**src/rtl/vga_timing_gen.sv**
```systemverilog
// VGA 640x480@60 raster timing generator; every output is registered from the next-state counts.
// Define VGA_FRAME_CNT_EN to add the 8-bit frame_count output.
module vga_timing_gen #(
    parameter int H_VISIBLE = 640,
    parameter int H_FP      = 16,
    parameter int H_SYNC    = 96,
    parameter int H_BP      = 48,
    parameter int V_VISIBLE = 480,
    parameter int V_FP      = 10,
    parameter int V_SYNC    = 2,
    parameter int V_BP      = 33,
    parameter bit SYNC_POL  = 1'b0
) (
    input  logic        clk_25MHz,
    input  logic        reset,
    output logic [10:0] hcount,
    output logic [10:0] vcount,
    output logic        blank,
    output logic        hsync,
    output logic        vsync,
    output logic        frame_start
`ifdef VGA_FRAME_CNT_EN
    ,
    output logic [7:0]  frame_count
`endif
);

    localparam int H_TOTAL = H_VISIBLE + H_FP + H_SYNC + H_BP;
    localparam int V_TOTAL = V_VISIBLE + V_FP + V_SYNC + V_BP;

    localparam logic [10:0] H_LAST   = 11'(H_TOTAL - 1);
    localparam logic [10:0] V_LAST   = 11'(V_TOTAL - 1);
    localparam logic [10:0] H_VIS    = 11'(H_VISIBLE);
    localparam logic [10:0] V_VIS    = 11'(V_VISIBLE);
    localparam logic [10:0] HS_BEGIN = 11'(H_VISIBLE + H_FP);
    localparam logic [10:0] HS_END   = 11'(H_VISIBLE + H_FP + H_SYNC);
    localparam logic [10:0] VS_BEGIN = 11'(V_VISIBLE + V_FP);
    localparam logic [10:0] VS_END   = 11'(V_VISIBLE + V_FP + V_SYNC);

    logic [10:0] h_next;
    logic [10:0] v_next;
    logic        blank_next;
    logic        hsync_next;
    logic        vsync_next;
    logic        frame_start_next;

    // NOTE: every always_comb output gets a default first, so no path can infer a latch.
    always_comb begin
        h_next           = hcount + 11'd1;
        v_next           = vcount;
        frame_start_next = 1'b0;
        if (hcount >= H_LAST) begin
            h_next = '0;
            if (vcount >= V_LAST) begin
                v_next           = '0;
                frame_start_next = 1'b1;
            end else begin
                v_next = vcount + 11'd1;
            end
        end

        // Decode the position the counters are about to hold, so the flops stay aligned.
        blank_next = (h_next >= H_VIS) || (v_next >= V_VIS);
        hsync_next = ((h_next >= HS_BEGIN) && (h_next < HS_END)) ? SYNC_POL : ~SYNC_POL;
        vsync_next = ((v_next >= VS_BEGIN) && (v_next < VS_END)) ? SYNC_POL : ~SYNC_POL;
    end

    // NOTE: sequential state uses non-blocking assignments so every flop samples pre-edge values.
    always_ff @(posedge clk_25MHz or posedge reset) begin
        if (reset) begin
            hcount      <= '0;
            vcount      <= '0;
            blank       <= 1'b0;
            hsync       <= ~SYNC_POL;
            vsync       <= ~SYNC_POL;
            frame_start <= 1'b0;
        end else begin
            hcount      <= h_next;
            vcount      <= v_next;
            blank       <= blank_next;
            hsync       <= hsync_next;
            vsync       <= vsync_next;
            frame_start <= frame_start_next;
        end
    end

`ifdef VGA_FRAME_CNT_EN
    // Counts completed frames; steps on the same edge that raises frame_start.
    always_ff @(posedge clk_25MHz or posedge reset) begin
        if (reset) begin
            frame_count <= '0;
        end else if (frame_start_next) begin
            frame_count <= frame_count + 8'd1;
        end
    end
`endif

endmodule

```
**config.mk**
```make
export PLATFORM = sky130hd
export DESIGN_NAME = vga_timing_gen
export DESIGN_NICKNAME = d
export VERILOG_FILES = /design/src/rtl/vga_timing_gen.sv
export SDC_FILE = /design/constraint.sdc
export NUM_CORES = 1
export LEC_CHECK = 0
export CORE_MARGIN = 1
export CORE_UTILIZATION = 60
export DETAILED_ROUTE_END_ITERATION = 16
export DONT_BUFFER_PORTS = 1
export HOLD_SLACK_MARGIN = 0.1
export PLACE_DENSITY = 0.76
export SYNTH_ARGS = -nofsm -noshare
export SYNTH_HDL_FRONTEND = slang
export SYNTH_SLANG_ARGS = --single-unit
```
**constraint.sdc**
```tcl
create_clock -name clk_25MHz -period 2.31 [get_ports clk_25MHz]
set_input_delay 0.462 -clock clk_25MHz [delete_from_list [all_inputs] [get_ports clk_25MHz]]
set_output_delay 0.462 -clock clk_25MHz [all_outputs]
set_load 0.05 [all_outputs]
```
-- Word level (Yosys, flattened, before mapping)
Cells that the tools add are included.
Widths: inputs -> output; s select.
- register bits: 26
- output and inout port bits: 26
- bits of input ports: 2
- logic and storage cells: 26
- mux-type cells: 7
- reductions and logical operators: 3
- magnitude comparators: 8
- add/sub/neg operators: 2
- operators with widths (operator ; count):
    $ge 11x10->1 const B ; 4
    $mux 11 ; 3
    $add 11x1->11 const B ; 2
    $ge 11x9->1 const B ; 2
    $lt 11x10->1 const B ; 1
    $lt 11x9->1 const B ; 1
    $mux 1 ; 4
    $logic_and 1x1->1 ; 2
    $logic_or 1x1->1 ; 1

-- Longest topological paths before layout
Gate-level depths: netlist of the first run.
- depth in word-level cells: 6
- depth in mapped cells: 8
- depth with buffers taken out: 7

-- Least setup slack after synthesis of the first run
No wires, ideal clock.
- path kind: register to register
- start: register hcount[0]
- end: register vsync
- slack: -0.064 ns
- buffers on the path: 0
- clock period less this slack: 2.374 ns
- required time: 2.214 ns
- setup time: 0.096 ns
- stages on the path, launching flop included: 8
- arrival time: 2.278 ns
- cell sequence: dfrtp_1 -> ha_1 -> nand4_1 -> o211ai_4 -> nand3_4 -> or4_1 -> a32o_1 -> nand4b_1
- cells in the longest elaborated chain, start to end: 5
- elaborated cells on any way between the ends: 6
- classes of those cells: order compare: 3; mux: 2; reduce/logical: 1
- RTL lines (element ; line ; text):
    start, declared ; 16 ; output logic [10:0] hcount,
    start signal, assigned ; 78 ; hcount <= h_next;
    $ge 11x10->1 * ; 52 ; if (hcount >= H_LAST) begin
    $mux 11 * ; 52 ;
    $ge 11x9->1 or $lt 11x9->1 (tied branches) ; 65 ; vsync_next = ((v_next >= VS_BEGIN) && (v_next < VS_END)) ? SYNC_POL : ~SYNC_POL;
    $logic_and 1x1->1 * ; 65 ;
    $mux 1 * ; 65 ;
    via vsync_next ; 44 ; logic vsync_next;
    end signal, assigned ; 75 ; vsync <= ~SYNC_POL;
    end signal, assigned ; 82 ; vsync <= vsync_next;
    end, declared ; 20 ; output logic vsync,
The timed path passes the listed nets; every way through them passes the cells marked *.

-- Worst setup path in the final report of the first run
- start: register vcount[5]
- end: register vsync
- cells in the longest elaborated chain, start to end: 6
- elaborated cells on any way between the ends: 8
- classes of those cells: add/sub: 1; order compare: 3; mux: 3; reduce/logical: 1
- RTL lines (element ; line ; text):
    start, declared ; 17 ; output logic [10:0] vcount,
    start signal, assigned ; 79 ; vcount <= v_next;
    $add 11x1->11 or $ge 11x10->1 (tied branches) ; 58, 54 ;
    $mux 11 ; 54 ; if (vcount >= V_LAST) begin
    $mux 11 * ; 52 ;
    $ge 11x9->1 or $lt 11x9->1 (tied branches) ; 65 ;
    $logic_and 1x1->1 * ; 65 ;
    $mux 1 * ; 65 ;
    via vsync_next ; 44 ;
Marked as above.

==> results of run 1 <==
[per-stage QoR]
step	util [%]	instances
3_3_place_gp	74.58	203
6_report	76.91	207
4_1_cts	76.91	207
3_5_place_dp	74.58	203
5_1_grt	76.91	207
2_1_floorplan	-	151
[cell families after synthesis]
group           Yosys count
compound gates           36
xor+xnor                  8
fa+ha+maj                 3
buf+inv                   7
flops                    26
other cells               1
simple gates             70
[per-layer routing]
metal | vias up | global-route usage [%] | wire length [um] | part of all wire [%]
li1 | 607 | - | - | -
met1 | 605 | 39.96 | 1550 | 45
met2 | 61 | 46.75 | 1595 | 46
met3 | 10 | 6.433 | 245 | 7.1
met4 | 0 | 11.26 | 47 | 1.4
met5 | - | 0 | 0 | 0
[worst register-to-register path: cells and delay by family, from the launching register on]
| family | cells | cell delay (ps) |
|---|---|---|
| compound gates | 2 | 490 |
| simple gates | 4 | 1120 |
| flops | 1 | 490 |
[report_power, final]
part | switching (mW) | total, mW | internal, mW
logic | 0.439 | 0.606 | 0.167
registers | 0.0491 | 0.567 | 0.518
clock network | 0.135 | 0.311 | 0.175
total | 0.623 | 1.48 | 0.861
[flip-flops by register name, indices dropped and copies added, names as in the netlist]
name and cells:
blank 1, frame_start 1, hcount 11, hsync 1, vcount 11, vsync 1
[synthesized netlist by cell type (4+ instances only)]
library cell	n
a21oi_1	4
and2_2	4
dfrtp_1	24
inv_1	4
nand2_1	12
nand3_1	6
nand4_1	4
nor2_1	18
o21ai_0	4
o21ai_1	7
o31ai_1	4
xnor2_1	5
[how the worst min path moves through the flow]
stage / start / to / depth (start not counted)
floorplan: reset / blank$_DFF_PP0_ / 1
detailed placement: reset / hcount[10]$_DFF_PP0_ / 1
finish: reset / hcount[10]$_DFF_PP0_ / 1
global placement: reset / hcount[10]$_DFF_PP0_ / 1
CTS: reset / vcount[7]$_DFF_PP0_ / 1
global route: reset / vcount[7]$_DFF_PP0_ / 1
[cells in the final DEF (no fill, tap or decap), types with 5 or more instances in the layout]
master	instances
o21ai_1	7
dfrtp_1	22
xnor2_1	5
nand2_1	12
nand3_1	6
nor2_1	18
buf_4	26
[area by class of cell]
| type | count | area share (%) |
|---|---|---|
| Clock buffer | 3 | 1.299 |
| Clock inverter | 1 | 1.732 |
| Inverter | 5 | 1.082 |
| Multi-Input combinational cell | 118 | 44.81 |
| Sequential cell | 26 | 37.81 |
| Tap cell | 28 | 2.020 |
| Timing Repair Buffer | 26 | 11.26 |
==> run_results.csv, run 1 <==
group,metric,value,unit
synthesis,yosys.area_share.xor_xnor,4.762,%
synthesis,synth_top_family_by_area,"simple AND/OR/NAND/NOR gates",
synthesis,synth-compound-area-share,17.69,%
cells_and_area,seqCellArea,655.6,um^2
synthesis,synth_warnings,0,
cells_and_area,multi_input_area,777.0,um^2
detailed_routing,wl,3438,um
clock_tree,clockRootBuffer,"clkbuf_4",
synthesis,synth-seq-area-share,44.39,%
synthesis,ys_seq_elements,26,
global_route,antenna_found_initial,0,
synthesis,synth_area_per_cell,9.744,um^2
detailed_routing,num_vias,1283,
pwr,ir_worst_vdd,0.0008112,V
placed_design,io_buffers,0,
worst_setup_path,crit_start,"vcount[5]$_DFF_PP0_",
timing,post-route-min-period,2166,ps
die,core_area,2255,um^2
timing,rsz0062_at_grt,"false",
timing,finalMaxSlewViolations,0,
pwr,powerDensity,855.4,nW/um^2
global_route,grt_usage,29.63,%
global_route,grt_pass1_vias,1329,
worst_setup_path,crit_fanout,8,
synthesis,synthCells,151,
clock_tree,cts_tree,"yes",
synthesis,synth-simple-area-share,27.55,%
placed_design,place_area,1682,um^2
timing,finalCritPeriodShare,93.78,%
synthesis,yosysTopAreaCell,"dfrtp_1",
synthesis,syn_area,1471,um^2
worst_setup_path,crit_family,"simple AND/OR/NAND/NOR gates",
synthesis,synth.distinct_cells,49,
timing,worst_slack,143.6,ps
clock_tree,holdBufCountCts,0,
detailed_routing,dr.pass1.iters,4,
die,ios,28,
timing,fin_hold_ws,115.7,ps
global_route,grt_max_degree,20,
detailed_routing,wl_per_cell,16.61,um
worst_setup_path,reg2reg_setup_slack,140,ps
cells_and_area,design_area,1734,um^2
global_route,grt_pass1_wl,5782,um
worst_setup_path,cp_slowest_cell,"or4_1",
clock_tree,cts_sinks,26,
worst_setup_path,crit_cells,6,
synthesis,synth_mux_area_share,0,%
synthesis,synthArstFlopShare,100.0,%
placed_design,pre_cts_ws,182.7,ps
detailed_routing,drc_errors,0,
worst_setup_path,slowest_delay,520,ps
worst_setup_path,worstRegToRegCells,6,
timing,max_freq,461.6,MHz
worst_setup_path,r2r-start,"vcount[5]$_DFF_PP0_",
worst_setup_path,endpoint,"vsync$_DFF_PP1_",
cells_and_area,fill_cells,172,
cells_and_area,drive_gt1_share,28.49,%
clock_tree,clkTransAtPathRegs,140,ps
die,initial_core_util,65.26,%
synthesis,synth_area_leaders,"dfrtp_1, nor2_1, dfstp_2",
synthesis,synth-edff-count,0,
placed_design,place.gp.congestion,0.9626,
clock_tree,numCtsBuffers,3,
die,die_h,51.52,um
die,fp.dieW,51.52,um
timing,worst_slew_pin_slew,695.4,ps
run_status,outcome,"finished clean",
clock_tree,post_cts_buffers,0,
timing,finalSetupTns,0,ps
worst_setup_path,r2r-end,"vsync$_DFF_PP1_",
timing,hold_viol,0,
die,dieArea,2654,um^2
clock_tree,cts_resized,0,
detailed_routing,drt-initial-drc-count,40,
clock_tree,insertion_delay,320,ps
detailed_routing,via_per_inst,6.198,
timing,fin_skew,2.322,ps
worst_setup_path,crit_chain,"nor4_2 -> a21o_2 -> nand3_4 -> or4_1 -> a32o_1 -> nand4b_1",
cells_and_area,nets,185,
timing,maxSlewHeadroom,53.59,%
clock_tree,clk_path_buf_depth,2,
die,num_rows,17,
global_route,overflow,0,
synthesis,syn_nets,156,
pwr,p_total,1.483,mW
synthesis,synth_top_area_share,40.82,%
detailed_routing,antenna_left,0,
worst_setup_path,worstSetupPathType,"flop to flop",
cells_and_area,antenna_cells,0,
worst_setup_path,path_buf_inv,0,
worst_setup_path,endpoint_kind,"flop",
job,drv_cap,0,
synthesis,synthAdderAreaFrac,2.551,%
clock_tree,cts_htree_levels,1,
worst_setup_path,startpoint_type,"flop",
synthesis,synth_ff_type,"dfrtp_1",
worst_hold_path,hold_path.class,"input pin to asynchronous set/reset pin",
cells_and_area,syn_to_final_growth,17.86,%
worst_setup_path,critical_path_required,2560,ps
timing,setup_viol,0,
placed_design,dp_hpwl,2660,um
worst_setup_path,worstPathArrival,2410,ps
pwr,p_leak,0.7583,nW
Power figures use the tool's default switching activity.
==> run 2, diff against run 1 <==
--- a/config.mk
+++ b/config.mk
@@ -5,7 +5,7 @@
 export SDC_FILE = /design/constraint.sdc
 export NUM_CORES = 1
 export LEC_CHECK = 0
-export CORE_MARGIN = 1
+export CORE_MARGIN = 5
 export CORE_UTILIZATION = 60
 export DETAILED_ROUTE_END_ITERATION = 16
 export DONT_BUFFER_PORTS = 1
==> run_results.csv, run 2 (synthesized netlist as in run 1, its figures left out) <==
group,metric,value,unit
run_status,outcome,"finished clean",
detailed_routing,wl_per_cell,16.89,um
timing,max_freq,465.2,MHz
worst_setup_path,path_buf_inv,0,
timing,finalCritPeriodShare,93.05,%
detailed_routing,wl,3531,um
timing,fin_skew,3.164,ps
die,initial_core_util,61.06,%
cells_and_area,final_cell_mix,"buf_4, dfrtp_1, nor2_1",
clock_tree,post_cts_buffers,0,
pwr,p_leak,0.7500,nW
cells_and_area,top_regs,"hcount: 11 flops, vcount: 11 flops",
die,die_h,59.52,um
placed_design,pre_cts_ws,226.5,ps
worst_setup_path,critical_path_required,2570,ps
detailed_routing,num_vias,1303,
detailed_routing,dr.pass1.iters,4,
global_route,overflow,0,
clock_tree,cts_htree_levels,1,
clock_tree,clkTransAtPathRegs,150,ps
global_route,grt_pass1_wl,6037,um
timing,worst_slew_pin_slew,688.2,ps
worst_setup_path,worstSetupPathType,"flop to flop",
global_route,grt_max_degree,17,
timing,maxSlewHeadroom,54.12,%
clock_tree,numCtsBuffers,3,
timing,finalSetupTns,0,ps
die,dieArea,3543,um^2
cells_and_area,seqCellArea,655.6,um^2
clock_tree,clk_path_buf_depth,2,
placed_design,dp_hpwl,2669,um
die,num_rows,18,
timing,finalMaxSlewViolations,0,
timing,setup_viol,0,
timing,worst_slack,160.6,ps
worst_hold_path,hold_path.class,"input pin to asynchronous set/reset pin",
worst_setup_path,slowest_delay,510,ps
worst_setup_path,crit_family,"simple AND/OR/NAND/NOR gates",
cells_and_area,syn_to_final_growth,17.09,%
worst_setup_path,crit_fanout,7,
die,fp.dieW,59.52,um
pwr,ir_worst_vdd,0.0006864,V
cells_and_area,fill_cells,173,
clock_tree,cts_sinks,26,
global_route,grt_pass1_vias,1309,
cells_and_area,multi_input_area,777.0,um^2
placed_design,numPlacedInstances,204,
detailed_routing,antenna_left,0,
detailed_routing,via_per_inst,6.234,
clock_tree,clockRootBuffer,"clkbuf_4",
die,core_area,2410,um^2
cells_and_area,stdcell_count,209,
cells_and_area,antenna_cells,0,
placed_design,io_buffers,0,
worst_setup_path,startpoint_type,"flop",
detailed_routing,drt-initial-drc-count,80,
worst_setup_path,crit_chain,"nor4_2 -> a21o_2 -> nand3_4 -> or4_1 -> a32o_1 -> nand4b_1",
timing,post-route-min-period,2149,ps
worst_setup_path,cp_slowest_cell,"or4_1",
global_route,grt_usage,22.36,%
timing,fin_hold_ws,558.0,ps
worst_setup_path,worstPathArrival,2410,ps
cells_and_area,nets,185,
clock_tree,cts_tree,"yes",
job,drv_cap,0,
clock_tree,insertion_delay,330,ps
die,ios,28,
detailed_routing,drc_errors,0,
cells_and_area,drive_gt1_share,27.93,%
worst_setup_path,endpoint_kind,"flop",
placed_design,place.gp.congestion,0.9160,
pwr,powerDensity,822.9,nW/um^2
timing,rsz0062_at_grt,"false",
timing,hold_viol,0,
cells_and_area,final_common_cell,"buf_4",
pwr,p_total,1.418,mW
global_route,antenna_found_initial,0,
run 2: routing by layer:
| metal | routed length [um] | global-route usage [%] |
|---|---|---|
| met3 | 304 | 3.704 |
| met2 | 1634 | 35.41 |
| met1 | 1524 | 30.14 |
| met4 | 68 | 9.494 |
| met5 | 0 | 0 |
run 2: timing repair:
| action | 4_1_cts | 5_1_grt |
|---|---|---|
| hold buffers | 1 | 0 |
| resized for setup | 0 | 0 |
| hold endpoints to repair | 11 | 0 |
run 2: worst register-to-register path: cells and delay by family, from the launching register on:
family | cells | cell delay, ps
AND/OR/NAND/NOR | 4 | 1090
AO/OA/AOI/OAI | 2 | 500
flip-flops | 1 | 490
run 2: layout make-up:
class                   instances  area share (%)
inverters                       5           1.089
flip-flops and latches         26           38.05
multi-input cells             118           45.10
clock buffers                   4           2.106
repair buffers                 26           11.47
well taps                      30           2.179
run 2: path summary, 6_finish.rpt:
| kind | to | from | depth (start not counted) | slack (ps) |
|---|---|---|---|---|
| worst max-delay path | vsync$_DFF_PP1_ | vcount[6]$_DFF_PP0_ | 6 | 160 |
| worst min-delay path | hcount[9]$_DFF_PP0_ | reset | 2 | 560 |
| worst max register to register | vsync$_DFF_PP1_ | vcount[6]$_DFF_PP0_ | 6 | 160 |
| worst min register to register | vcount[10]$_DFF_PP0_ | vcount[10]$_DFF_PP0_ | 1 | 650 |
| max in group asynchronous | vsync$_DFF_PP1_ | reset | 3 | 1120 |
| min in group clk_25MHz | vcount[10]$_DFF_PP0_ | vcount[10]$_DFF_PP0_ | 1 | 650 |
run 2: through the flow:
step	util, %	area [um^2]
6_report	71.50	1723
5_1_grt	71.50	1723
4_1_cts	71.50	1723
3_5_place_dp	69.57	1677
3_3_place_gp	69.57	1677
2_1_floorplan	-	1474
run 2: where the power goes:
| part | total (mW) | internal (mW) | switching [mW] |
|---|---|---|---|
| registers | 0.572 | 0.518 | 0.0539 |
| logic | 0.606 | 0.168 | 0.438 |
| clock network | 0.239 | 0.0966 | 0.143 |
==> run 3, diff against run 2 <==
--- a/config.mk
+++ b/config.mk
@@ -5,12 +5,13 @@
 export SDC_FILE = /design/constraint.sdc
 export NUM_CORES = 1
 export LEC_CHECK = 0
+export CORE_ASPECT_RATIO = 2
 export CORE_MARGIN = 5
-export CORE_UTILIZATION = 60
+export CORE_UTILIZATION = 56
 export DETAILED_ROUTE_END_ITERATION = 16
 export DONT_BUFFER_PORTS = 1
 export HOLD_SLACK_MARGIN = 0.1
-export PLACE_DENSITY = 0.76
+export PLACE_DENSITY = 0.74
 export SYNTH_ARGS = -nofsm -noshare
 export SYNTH_HDL_FRONTEND = slang
 export SYNTH_SLANG_ARGS = --single-unit
==> constraint.sdc (replaced) <==
create_clock -name clk_25MHz -period 1.9 [get_ports clk_25MHz]
set_input_delay 0.38 -clock clk_25MHz [delete_from_list [all_inputs] [get_ports clk_25MHz]]
set_output_delay 0.38 -clock clk_25MHz [all_outputs]
set_load 0.05 [all_outputs]
==> run_results.csv, run 3 (synthesized netlist as in run 1, its figures left out) <==
group,metric,value,unit
detailed_routing,antenna_left,0,
timing,finalMaxSlewViolations,0,
cells_and_area,final_common_cell,"buf_4",
die,core_area,2537,um^2
die,dieArea,3815,um^2
global_route,grt_max_degree,15,
clock_tree,numCtsBuffers,3,
cells_and_area,fin_util,80.23,%
global_route,grt_usage,26.53,%
job,drv_cap,0,
worst_setup_path,startpoint_type,"flop",
placed_design,pre_cts_ws,-47.91,ps
worst_setup_path,worstPathArrival,2100,ps
global_route,antenna_found_initial,0,
timing,rsz0062_at_grt,"true",
timing,setup_viol,2,
global_route,grt_pass1_vias,1508,
timing,worst_slack,-5.521,ps
die,num_rows,26,
timing,max_freq,524.8,MHz
timing,maxSlewHeadroom,63.54,%
worst_hold_path,hold_path.class,"input pin to asynchronous set/reset pin",
worst_setup_path,critical_path_required,2090,ps
cells_and_area,drive_gt1_share,49.50,%
cells_and_area,antenna_cells,0,
clock_tree,clockRootBuffer,"clkbuf_8",
timing,hold_viol,0,
timing,finalCritPeriodShare,100.3,%
placed_design,io_buffers,0,
die,initial_core_util,57.99,%
clock_tree,cts_sinks,26,
pwr,powerDensity,942.2,nW/um^2
cells_and_area,syn_to_final_growth,38.35,%
timing,finalSetupTns,-8.398,ps
clock_tree,cts_htree_levels,1,
run_status,violations,"setup timing",
global_route,grt_pass1_wl,7169,um
die,die_h,82.49,um
detailed_routing,num_vias,1406,
detailed_routing,drt-initial-drc-count,76,
detailed_routing,drc_errors,0,
pwr,ir_worst_vdd,0.001004,V
global_route,overflow,0,
placed_design,dp_hpwl,3519,um
timing,post-route-min-period,1906,ps
timing,fin_hold_ws,586.5,ps
run_status,outcome,"complete, but fails checks",
timing,fin_skew,3.847,ps
worst_setup_path,crit_fanout,3,
detailed_routing,wl,4420,um
placed_design,place.gp.congestion,0.9168,
worst_setup_path,worstSetupPathType,"flop to flop",
detailed_routing,wl_per_cell,19.22,um
clock_tree,clk_path_buf_depth,2,
pwr,p_leak,0.8820,nW
clock_tree,cts_tree,"yes",
cells_and_area,top_regs,"hcount: 11 flops, vcount: 11 flops",
die,fp.dieW,46.25,um
detailed_routing,via_per_inst,6.113,
clock_tree,clkTransAtPathRegs,90,ps
cells_and_area,nets,208,
cells_and_area,fill_cells,174,
detailed_routing,dr.pass1.iters,4,
timing,worst_slew_pin_slew,546.3,ps
worst_setup_path,endpoint_kind,"flop",
cells_and_area,final_cell_mix,"buf_4, nor2_1, dfrtp_2",
clock_tree,insertion_delay,280,ps
die,ios,28,
run 3: layout make-up:
class / instances / area [um^2] / share of cell area [%]
inverter: 5 / 18.77 / 0.9219
tap: 28 / 35.03 / 1.721
sequential: 26 / 674.4 / 33.13
multi-input combinational: 118 / 869.6 / 42.72
timing repair buffer: 49 / 382.9 / 18.81
clock buffer: 4 / 55.05 / 2.704
run 3: final timing paths:
kind	end	slack, ps	cells past startpoint	from
max	vsync$_DFF_PP1_	-6	6	vcount[7]$_DFF_PP0_
min	hcount[8]$_DFF_PP0_	590	2	reset
max reg2reg	vsync$_DFF_PP1_	-6	6	vcount[7]$_DFF_PP0_
min reg2reg	hcount[3]$_DFF_PP0_	590	2	hcount[3]$_DFF_PP0_
max in group asynchronous	vsync$_DFF_PP1_	770	3	reset
min in group clk_25MHz	hcount[3]$_DFF_PP0_	590	2	hcount[3]$_DFF_PP0_
run 3: through the flow:
| step | power (mW) | instances | cell area (um^2) |
|---|---|---|---|
| finish | 1.918 | 230 | 2036 |
| CTS | 1.908 | 227 | 1986 |
| detailed placement | 1.533 | 221 | 1876 |
| global placement | 1.501 | 221 | 1876 |
| global route | 2.003 | 230 | 2036 |
| floorplan | 1.269 | 151 | 1520 |
run 3: critical path: stages, from the launching register on:
cell and delay, ps:
dfrtp_2 440, nor4_4 310, a21o_2 200, nand3_4 70, or4_1 400, a32o_2 240
nand4b_1 170
run 3: power by group:
part	internal (mW)	leakage (nW)	switching, mW
sequential	0.643	0.318	0.111
combinational	0.280	0.536	0.522
clock	0.186	0.0288	0.176
run 3: layer usage:
metal  vias up  track usage (%)  share of wire (%)
met5         -                0                  0
met2        58            46.41                 56
li1        652                -                  -
met4         0            21.08                7.3
met3        24            4.338                4.2
met1       672            25.62                 33
run 3: timing repair:
action / 4_1_cts / 5_1_grt
pin swaps: 3 / 4
hold endpoints to repair: 11 / 0
hold buffers: 1 / 0
buffers inserted: 1 / 3
resized for setup: 6 / 8
endpoints found under the setup margin: 2 / 3
